**src/rtl/coin_acceptor.sv**
```systemverilog
// Coin acceptor: synchronizes two slot sensors, debounces them and emits one coin code per insertion.
// Optional running tally of accepted value when COIN_TALLY_EN is defined.
module coin_acceptor #(
  parameter int DEBOUNCE = 4,
  parameter int GAP      = 2
) (
  input  logic       clock,
  input  logic       reset,
  input  logic       sense5,
  input  logic       sense10,
`ifdef COIN_TALLY_EN
  input  logic       tally_clr,
  output logic [7:0] tally,
`endif
  output logic [1:0] coin,
  output logic       reject,
  output logic       busy
);

  localparam logic [2:0] IDLE    = 3'd0;
  localparam logic [2:0] QUAL    = 3'd1;
  localparam logic [2:0] EMIT    = 3'd2;
  localparam logic [2:0] RELEASE = 3'd3;
  localparam logic [2:0] HOLDOFF = 3'd4;

  localparam logic [3:0] DB = 4'(DEBOUNCE);
  localparam logic [3:0] GP = 4'(GAP);

  logic [1:0] s5_q;
  logic [1:0] s10_q;
  logic [1:0] sample;
  logic [2:0] state;
  logic [3:0] cnt;
  logic [1:0] pat;

  always_ff @(posedge clock) begin
    if (reset) begin
      s5_q  <= 2'b00;
      s10_q <= 2'b00;
    end else begin
      s5_q  <= {s5_q[0], sense5};
      s10_q <= {s10_q[0], sense10};
    end
  end

  assign sample = {s10_q[1], s5_q[1]};
  assign busy   = (state != IDLE);

  // coin/reject default low every cycle, so they pulse only in EMIT
  always_ff @(posedge clock) begin
    if (reset) begin
      state  <= IDLE;
      cnt    <= 4'd0;
      pat    <= 2'b00;
      coin   <= 2'b00;
      reject <= 1'b0;
    end else begin
      coin   <= 2'b00;
      reject <= 1'b0;
      case (state)
        IDLE: begin
          if (sample != 2'b00) begin
            pat   <= sample;
            cnt   <= 4'd1;
            state <= QUAL;
          end
        end
        QUAL: begin
          if (sample != pat) begin
            state <= IDLE;
            cnt   <= 4'd0;
          end else if (cnt == DB) begin
            state  <= EMIT;
            cnt    <= 4'd0;
            coin   <= (pat == 2'b11) ? 2'b00 : pat;
            reject <= (pat == 2'b11);
          end else begin
            cnt <= cnt + 4'd1;
          end
        end
        EMIT: begin
          state <= RELEASE;
          cnt   <= 4'd0;
        end
        RELEASE: begin
          if (sample != 2'b00) begin
            cnt <= 4'd0;
          end else if (cnt == DB - 4'd1) begin
            state <= HOLDOFF;
            cnt   <= 4'd0;
          end else begin
            cnt <= cnt + 4'd1;
          end
        end
        HOLDOFF: begin
          if (cnt == GP - 4'd1) begin
            state <= IDLE;
            cnt   <= 4'd0;
          end else begin
            cnt <= cnt + 4'd1;
          end
        end
        default: begin
          state <= IDLE;
          cnt   <= 4'd0;
        end
      endcase
    end
  end

`ifdef COIN_TALLY_EN
  logic [7:0] add;
  logic [8:0] sum;

  // the registered coin code is already the value in 5-cent units
  assign add = {6'd0, coin};
  assign sum = {1'b0, tally} + {1'b0, add};

  always_ff @(posedge clock) begin
    if (reset) begin
      tally <= 8'd0;
    end else if (state == EMIT) begin
      if (tally_clr) tally <= add;
      else           tally <= sum[8] ? 8'hFF : sum[7:0];
    end else if (tally_clr) begin
      tally <= 8'd0;
    end
  end
`endif

endmodule
```
**config.mk**
```make
export PLATFORM = sky130hd
export DESIGN_NAME = coin_acceptor
export DESIGN_NICKNAME = d
export VERILOG_FILES = /design/src/rtl/coin_acceptor.sv
export SDC_FILE = /design/constraint.sdc
export NUM_CORES = 1
export LEC_CHECK = 0
export ABC_AREA = 1
export CORE_MARGIN = 3
export CORE_UTILIZATION = 54
export DETAILED_ROUTE_END_ITERATION = 12
export PLACE_DENSITY = 0.79
export SLEW_MARGIN = 20
export SYNTH_ARGS = -nofsm -noshare
export SYNTH_HDL_FRONTEND = slang
export SYNTH_SLANG_ARGS = --single-unit
```
**constraint.sdc**
```tcl
create_clock -name clock -period 1.8 [get_ports clock]
set_clock_uncertainty 0.2 [all_clocks]
set_input_delay 0.27 -clock clock [delete_from_list [all_inputs] [get_ports clock]]
set_output_delay 0.27 -clock clock [all_outputs]
set_load 0.005 [all_outputs]
```
==> impl_metrics.toml <==
[run_status]
status = "finished, final reports clean"

[global_route]
grt_pass1_vias = 742
grt_pass1_wl_mm = 2.90
grt-ovfl-total = 0
grt_use_total_pct = 19.0
grt_max_degree = 10
antenna_found_initial = 0

[route]
drt_iter0_markers = 30
wirelength_mm = 1.76
remaining_drc_errors = 0
vias = 864
via_per_inst = 5.11
wl_per_cell_microns = 10.4
ant_nets = 0
dr.pass1.iters = 4

[synth]
yosys.area.top_type = "dfxtp_1"
synthesis.area_sq_um = 893
ys.flop_type = "dfxtp_1"
synth_top_area_share_pct = 35.9
ys_top_cells_by_count = "nand2_1, inv_1, nor2_1, dfxtp_1, nand3_1"
ys_warn_count = 0
avgSynthCellArea_sq_um = 6.29
yosysSeqAreaShare_pct = 35.9
synth_seq_cells = 16
synth.distinct_cells = 17
synth_nets = 149
synth_area_leaders = "dfxtp_1, nand2_1, inv_1"
async_reset_ff_share_pct = 0
synth-edff-count = 0
yosysMostFrequentCell = "nand2_1"
synthCells = 142

[floorplanning]
die_h_microns = 46.7
start_util_pct = 58.6
core_area_sq_mm = 0.00152
ios = 8
die_area_sq_mm = 0.00218
rows = 14
die_x_microns = 46.7

[worst_setup_path]
path_depth = 1
crit_type = "reg -> out"
end_kind = "output port"
setup.worst_path.start = "coin[1]"
r2r-start = "cnt[0]"
cpLargestDelayFamily = "buffers and inverters"
path_buf_inv = 1
arrival_ns = 1.09
required_ns = 1.33
worst_r2r_endpoint = "state[2]"
worstPathMaxFanout = 1
reg2regPathDepth = 8
cpPeakStageDelay_ns = 0.49
slowest_stage = "clkdlybuf4s50_1"
cp_cell_sequence = "clkdlybuf4s50_1"
worstSetupStartpointType = "register"
ff2ff_setup_slack_ns = 0.24
endpoint = "coin[1]"

[clocking]
clockBufferDepth = 2
numCtsBuffers = 3
cts_tree = "yes"
clk_pin_slew_ns = 0.09
numClockSinks = 16
hold_buffers = 0
cts.htree.levels = 1
worstSkewPairLatency_ns = 0.29
cts-root-buf = "clkbuf_4"

[placement]
port_buffers = 7
place.gp.congestion = 0.849
hpwl_mm = 1.38
placed_area_sq_um = 987
place_ws_ns = 0.262

[final_layout]
fin_area_sq_mm = 0.00103
antennaDiodeCount = 0
fin_nets = 161
multiInputGateArea_sq_um = 468
areaGrowthSynthToFinish_pct = 15.5
fillers = 137
seqCellArea_sq_um = 327
drive_gt1_share_pct = 11.8

[sta]
fin_crit_sh_pct = 86.9
timing.final.hold_violations = 0
slew_violations = 0
grt_setup_unrepaired = "no"
worstMarginPinSlew_ns = 0.241
setup_slack_ns = 0.236
finalSetupViolCount = 0
max-slew-margin-rel_pct = 83.9
setup_tns_ns = 0
max_freq_ghz = 0.639
min_period_ns = 1.56

[flow_run]
maxCapViolCount = 0

[power_and_ir_drop]
power_density_mw_per_mm2 = 1170
leakage_nw = 0.507
max-vdd-ir-drop_mv = 0.866

[hold_path]
min_path_type = "reg -> reg"
[timing repair]
action | in CTS | in global routing
endpoints found under the setup margin | 1 | 1
gates resized for setup | 3 | 2
buffers inserted | 0 | 0
[worst min-delay path by stage]
stage	cells past startpoint	start	to
after CTS	2	s5_q[0]	s5_q[1]
after global routing	2	s5_q[0]	s5_q[1]
after global placement	2	s10_q[0]	s10_q[1]
final	2	s5_q[0]	s5_q[1]
after floorplan	2	sense10	s10_q[0]
after detailed placement	2	s5_q[0]	s5_q[1]
[layer usage]
metal	global-route usage [%]	routed length, microns	vias to the layer above
met5	0	0	-
met4	9.94	42	0
met3	2.73	107	6
met2	34.3	813	24
met1	21.0	796	378
li1	-	-	456
[registers in the layout, summed over array words and instances, names as in the netlist]
| register | count |
|---|---|
| s10_q | 2 |
| s5_q | 2 |
| state | 3 |
| coin | 2 |
| pat | 2 |
| reject | 1 |
| cnt | 4 |
[report_power, final]
group | switching, mW | internal [mW] | total [mW]
clock | 0.119 | 0.123 | 0.242
sequential | 0.0521 | 0.408 | 0.461
combinational | 0.314 | 0.188 | 0.503
[cells by family after synthesis]
group	share of synthesized area, %
DFF	35.9
xor gates and xnor gates	0.981
buffers and inverters	11.8
and+or+nand+nor	42.7
adders and majority gates	4.20
AOI/OAI and AO/OA	4.48
[metrics by stage]
step	hold slack (ns)	cells	power, mW	util [%]
2_1_floorplan	0.177	142	0.836	-
3_3_place_gp	0.189	165	0.949	64.8
3_5_place_dp	0.196	165	0.962	64.8
4_1_cts	0.209	169	1.21	67.4
5_1_grt	0.230	169	1.30	67.7
6_report	0.207	169	1.20	67.7
[cell usage in the layout, fill, tap and decap left out]
cell type / instances
xor2_1: 1
nor2_4: 1
nand2_1: 41
inv_2: 3
dlymetal6s2s_1: 1
ha_1: 3
nand3_2: 1
nor2_2: 3
o21ai_0: 2
dfxtp_2: 2
clkbuf_4: 3
nand4_1: 5
buf_4: 1
nand3_1: 13
dfxtp_1: 13
dfxtp_4: 1
nor2_1: 19
nand3b_1: 1
a21oi_1: 6
inv_1: 24
clkdlybuf4s50_1: 6
nand2_2: 2
clkbuf_8: 1
[area by class of cell]
class                      instances  share of cell area, %
inverter                          27                   9.82
clock buffer                       4                   3.52
sequential                        16                   31.6
timing repair buffer               8                   7.76
tap                               16                   1.94
multi-input combinational         98                   45.3
Note: power is estimated with default switching activity, not from simulation.
==> variant 1 (same settings) <==
Add a define of `COIN_TALLY_EN`.
--- a/src/rtl/coin_acceptor.sv
+++ b/src/rtl/coin_acceptor.sv
@@ -1,5 +1,7 @@
 // Coin acceptor: synchronizes two slot sensors, debounces them and emits one coin code per insertion.
 // Optional running tally of accepted value when COIN_TALLY_EN is defined.
+`define COIN_TALLY_EN
+
 module coin_acceptor #(
   parameter int DEBOUNCE = 4,
   parameter int GAP      = 2
Ports: changed (added tally and tally_clr); port bits go from 8 to 17. No check against the original RTL was run, so the function may have changed too.
==> variant 1 against the unedited design <==
- the flow now finishes with violations (negative setup slack)
- clock power increased by 62%
- utilization rose by 8.6 points
- non-clock buffer count increased by 19
- area after synthesis increased by 54%
- combinational power is 2% higher
- cell area increased by 72%
- sequential cell count grew 8
- setup slack got worse by 260 ps
- routed wire length is 87% higher
- total power is 28% higher
- first-iteration DRC count grew to 2.7 times the old value
- largest power group is now registers
==> variant 1: results (changes against the unedited design) <==
| Metric | Value |
|---|---|
| Sequential cell area share | `0.280 (-0.0365)` |
| Power density cells | `868 nW/um2 (-26%)` |
| Status | `complete, but fails checks` |
| Routed wl met2 | `1630 um (+100%)` |
| Pin count of the biggest net entering global routing | `18 (+8)` |
| Top Family by Delay on Critical Path | `adder cells` |
| Fillers | `168 (+23%)` |
| Vias post-DR | `1,404 (+63%)` |
| GRT met2 Usage | `0.364 (+0.0205)` |
| Clock-cell share of area | `0.0297 (-0.00547)` |
| Logic inverters | `37 (+37%)` |
| Leak | `0.861 nW (+70%)` |
| Cells after DPL | `259 (+57%)` |
| Hold slack | `219 ps (+12.3 ps)` |
| Peak fanout along the critical path | `7 (+6)` |
| Switching pwr | `0.541 mW (+12%)` |
| Biggest regs | `tally (8), cnt (4), state (3)` |
| Part of the power in combinational logic | `0.333 (-0.084)` |
| Area post-placement | `1620 um2 (+64%)` |
| Met3 Use GR | `0.0529 (+0.0255)` |
| Resized Gates After CTS | `11 (+8)` |
| Final #Nets | `252 (+57%)` |
| Layout cells sized above 1 | `0.221 (+0.103)` |
| PnR worst setup slack | `-24.4 ps (-260 ps)` |
| Setup_tns | `-49.5 ps (-49.5 ps)` |
| Met1 WL | `1420 um (+78%)` |
| Multi-input logic area | `796 um2 (+70%)` |
| Synth top area cells | `dfxtp_1 35%, nand2_1 18%, inv_1 7.9%` |
| Top post-synthesis cells by count | `64 x nand2_1, 29 x inv_1, 24 x dfxtp_1` |
| WL met3 | `180 um (+68%)` |
| Net Count, Synth | `222 (+49%)` |
| Final GP Congestion | `0.903 (+6.4%)` |
| R2r setup slk | `-20 ps (-260 ps)` |
| Max stage delay on crit path | `370 ps (-120 ps)` |
| Seq/Total Area, Yosys | `0.350 (-0.00850)` |
| Tightest Pin Transition | `395 ps (+154 ps)` |
| Clock Buffer Count | `3 (-1)` |
| DRT iter0 DRCs | `82 (+170%)` |
| Tot Pwr | `1.54 mW (+28%)` |
| Number of port buffers | `16 (+9)` |
| Maximum vdd drop | `0.000784 V (-9.5%)` |
| Failing checks | `negative setup slack` |
| Buffering overhead | `0.143 (+0.0652)` |
| Final setup viols | `4 (+4)` |
| Vias/cell | `5.24 (+2.5%)` |
| Worst EP arrival | `1900 ps (+810 ps)` |
| Routed Wire Length | `3290 um (+87%)` |
| Vias in the first global route | `1,295 (+75%)` |
| Unique cell type count in the Yosys netlist | `23 (+6)` |
| Clock insertion delay at the later pin of the skew report | `330 ps (+40 ps)` |
| Clock slew at reported path FFs | `130 ps (+40 ps)` |
-- variant 1: cell count changes after synthesis, sizes merged, moves of 2 or more --
| cell | unedited run | this run |
|---|---|---|
| nor3 | 0 | 3 |
| inv | 27 | 36 |
| ha | 3 | 5 |
| a21oi | 6 | 14 |
| nand2 | 43 | 66 |
| dfxtp | 16 | 24 |
| nand3b | 1 | 3 |
| nand3 | 14 | 21 |
-- variant 1: worst paths after layout --
check / from / to / depth (start not counted)
worst max-delay path: coin[0] / tally[1] / 11
worst min-delay path: s10_q[0] / s10_q[1] / 2
worst max register to register: coin[0] / tally[1] / 11
worst min register to register: s10_q[0] / s10_q[1] / 2
-- variant 1: cell families after synthesis --
group | count (synthesis) | synth area share
adders and majority gates | 6 | 0.0602
AOI/OAI and AO/OA | 19 | 0.0729
xor gates and xnor gates | 1 | 0.00638
and+or+nand+nor | 122 | 0.404
DFF | 24 | 0.350
buffers and inverters | 39 | 0.107
==> variant 2 (config.mk and constraints unchanged) <==
Without the edit above. Register the output `busy`, cleared by the reset; this adds one clock of latency there. The other outputs are not delayed to match.
--- a/src/rtl/coin_acceptor.sv
+++ b/src/rtl/coin_acceptor.sv
@@ -44,7 +44,13 @@
   end
 
   assign sample = {s10_q[1], s5_q[1]};
-  assign busy   = (state != IDLE);
+  always_ff @(posedge clock) begin
+    if (reset) begin
+      busy <= '0;
+    end else begin
+      busy <= (state != IDLE);
+    end
+  end
 
   // coin/reject default low every cycle, so they pulse only in EMIT
   always_ff @(posedge clock) begin
Function: changed (Yosys sat finds a counterexample within 4 cycles, from zero or initial values and one cycle with reset high).
==> variant 2 against the unedited design <==
- total power is 0.24% higher
- via count fell by 6.1%
- count of clock-buffer cells in the layout is 1 lower
- area after synthesis grew 1.7%
- combinational power shrank 1%
- setup slack worse by 49 ps
- sequential power up 11%
- worst hold slack improved by 5.3 ps
- sequential cell count rose by 1
- highest routed layer unchanged
- cell area down 0.61%
- routed wire length down 7.0%
==> variant 2: results (changes against the unedited design) <==
| Metric | Value |
|---|---|
| Status | `finished clean` |
| Worst R2R Start | `cnt[1]` |
| Fillers | `136 (-0.73%)` |
| Leak | `0.469 nW (-7.3%)` |
| Vias post-DR | `811 (-6.1%)` |
| Synth top area cells | `dfxtp_1 37%, nand2_1 15%, inv_1 9.5%` |
| Layout cells sized above 1 | `0.146 (+0.0282)` |
| Dpl ws | `117 ps (-145 ps)` |
| Total track usage | `0.180 (-0.00986)` |
| Pre-Repair DR Iteration Count | `4 (unchanged)` |
| Routed Wire Length | `1640 um (-7.0%)` |
| Top Family by Delay on Critical Path | `simple AND/OR/NAND/NOR gates` |
| DP Wirelength | `1340 um (-2.9%)` |
| Global-route wire length before repair | `2850 um (-1.9%)` |
| Unique cell type count in the Yosys netlist | `21 (+4)` |
| Crit path max-delay cell type | `dfxtp_1` |
| Clock slew at reported path FFs | `100 ps` |
| Max stage delay on crit path | `390 ps (-100 ps)` |
| Biggest regs | `cnt (4), state (3)` |
| Top post-synthesis cells by count | `36 x nand2_1, 23 x inv_1, 17 x dfxtp_1` |
| Max-slew headroom | `0.646 (-0.193)` |
| TritonCTS Buffers | `3 (unchanged)` |
| H-tree levels | `1 (unchanged)` |
| Initial antenna violation count | `0 (unchanged)` |
| Pin count of the biggest net entering global routing | `16 (+6)` |
| Internal power | `0.707 mW (-1.8%)` |
| DRT iter0 DRCs | `20 (-33%)` |
| Seq/Total Area, Yosys | `0.375 (+0.0161)` |
| Diode count | `0 (unchanged)` |
| Clk Tree Root Cell | `clkbuf_4` |
| Peak fanout along the critical path | `4 (+3)` |
| Maximum vdd drop | `0.000777 V (-10%)` |
| Async set or reset register ratio after synthesis | `0 (unchanged)` |
| Synth area leader | `dfxtp_1` |
| Net Count, Synth | `141 (-5.4%)` |
| Synth warn | `0 (unchanged)` |
| Number of port buffers | `7 (unchanged)` |
| Final #Nets | `152 (-5.6%)` |
| Clk buf depth | `2 (unchanged)` |
| Vias in the first global route | `734 (-1.1%)` |
| Worst EP arrival | `1600 ps (+510 ps)` |
| Final GP Congestion | `0.865 (+1.9%)` |
[variant 2: changes by cell type after synthesis, sizes merged, moves of 2 or more]
cell   change
nor3       +2
nand3      -4
nand2      -2
nor2       -3
nand4      -3
[variant 2: power by group through the flow]
stage	combinational [mW]	sequential (mW)	clock [mW]
after floorplan	0.389	0.505	0
after global placement	0.484	0.512	0
after detailed placement	0.493	0.517	0
after CTS	0.495	0.508	0.210
after global routing	0.577	0.523	0.229
final	0.498	0.511	0.199
[variant 2: layer usage]
layer  part of all wire  track usage  routed length (um)
met2               0.51        0.295                 839
met1               0.44        0.224                 714
met4             0.0055       0.0552                   9
met3              0.046       0.0575                  75
met5                  0            0                   0
[variant 2: worst paths after layout]
| check | endpoint | slack, ps | depth (start not counted) |
|---|---|---|---|
| hold reg to reg | s5_q[1] | 210 | 2 |
| setup / recovery | state[2] | 190 | 8 |
| setup reg to reg | state[2] | 190 | 8 |
| hold / removal | s5_q[1] | 210 | 2 |
[variant 2: cell families (layout without fill, tap and decap cells)]
group / Yosys count / count (layout) / synth area share
and+or+nand+nor: 76 / 76 / 0.399
adders and majority gates: 3 / 3 / 0.0413
xor gates and xnor gates: 1 / 1 / 0.00964
AOI/OAI and AO/OA: 10 / 10 / 0.0634
DFF: 17 / 17 / 0.375
buffers and inverters: 27 / 37 / 0.112
[variant 2: layout make-up]
type,count,area [um2],area share
inverter,26,97.6,0.0951
timing repair buffer,7,70.1,0.0683
sequential,17,342,0.333
clock inverter,1,7.51,0.00732
tap,16,20.0,0.0195
clock buffer,3,22.5,0.0220
multi-input combinational,90,467,0.455
[variant 2: tightest hold or removal path, stage by stage (launching register included)]
cell and delay [ps]:
dfxtp_1 310, inv_1 40, nor2_1 30
[variant 2: per-stage QoR]
step                 util  instances  instance area (um2)  total power, mW
finish              0.666        160                 1030             1.21
global route        0.666        160                 1030             1.33
CTS                 0.665        160                 1020             1.21
detailed placement  0.645        156                  995             1.01
global placement    0.645        156                  995            0.996
floorplan               -        134                  908            0.894
[variant 2: repair_timing]
action | 4_1_cts | 5_1_grt
endpoints found under the setup margin | 0 | 1
hold buffers | 0 | 0
resized for setup | 0 | 1
buffers inserted | 0 | 0
hold endpoints to repair | 0 | 0
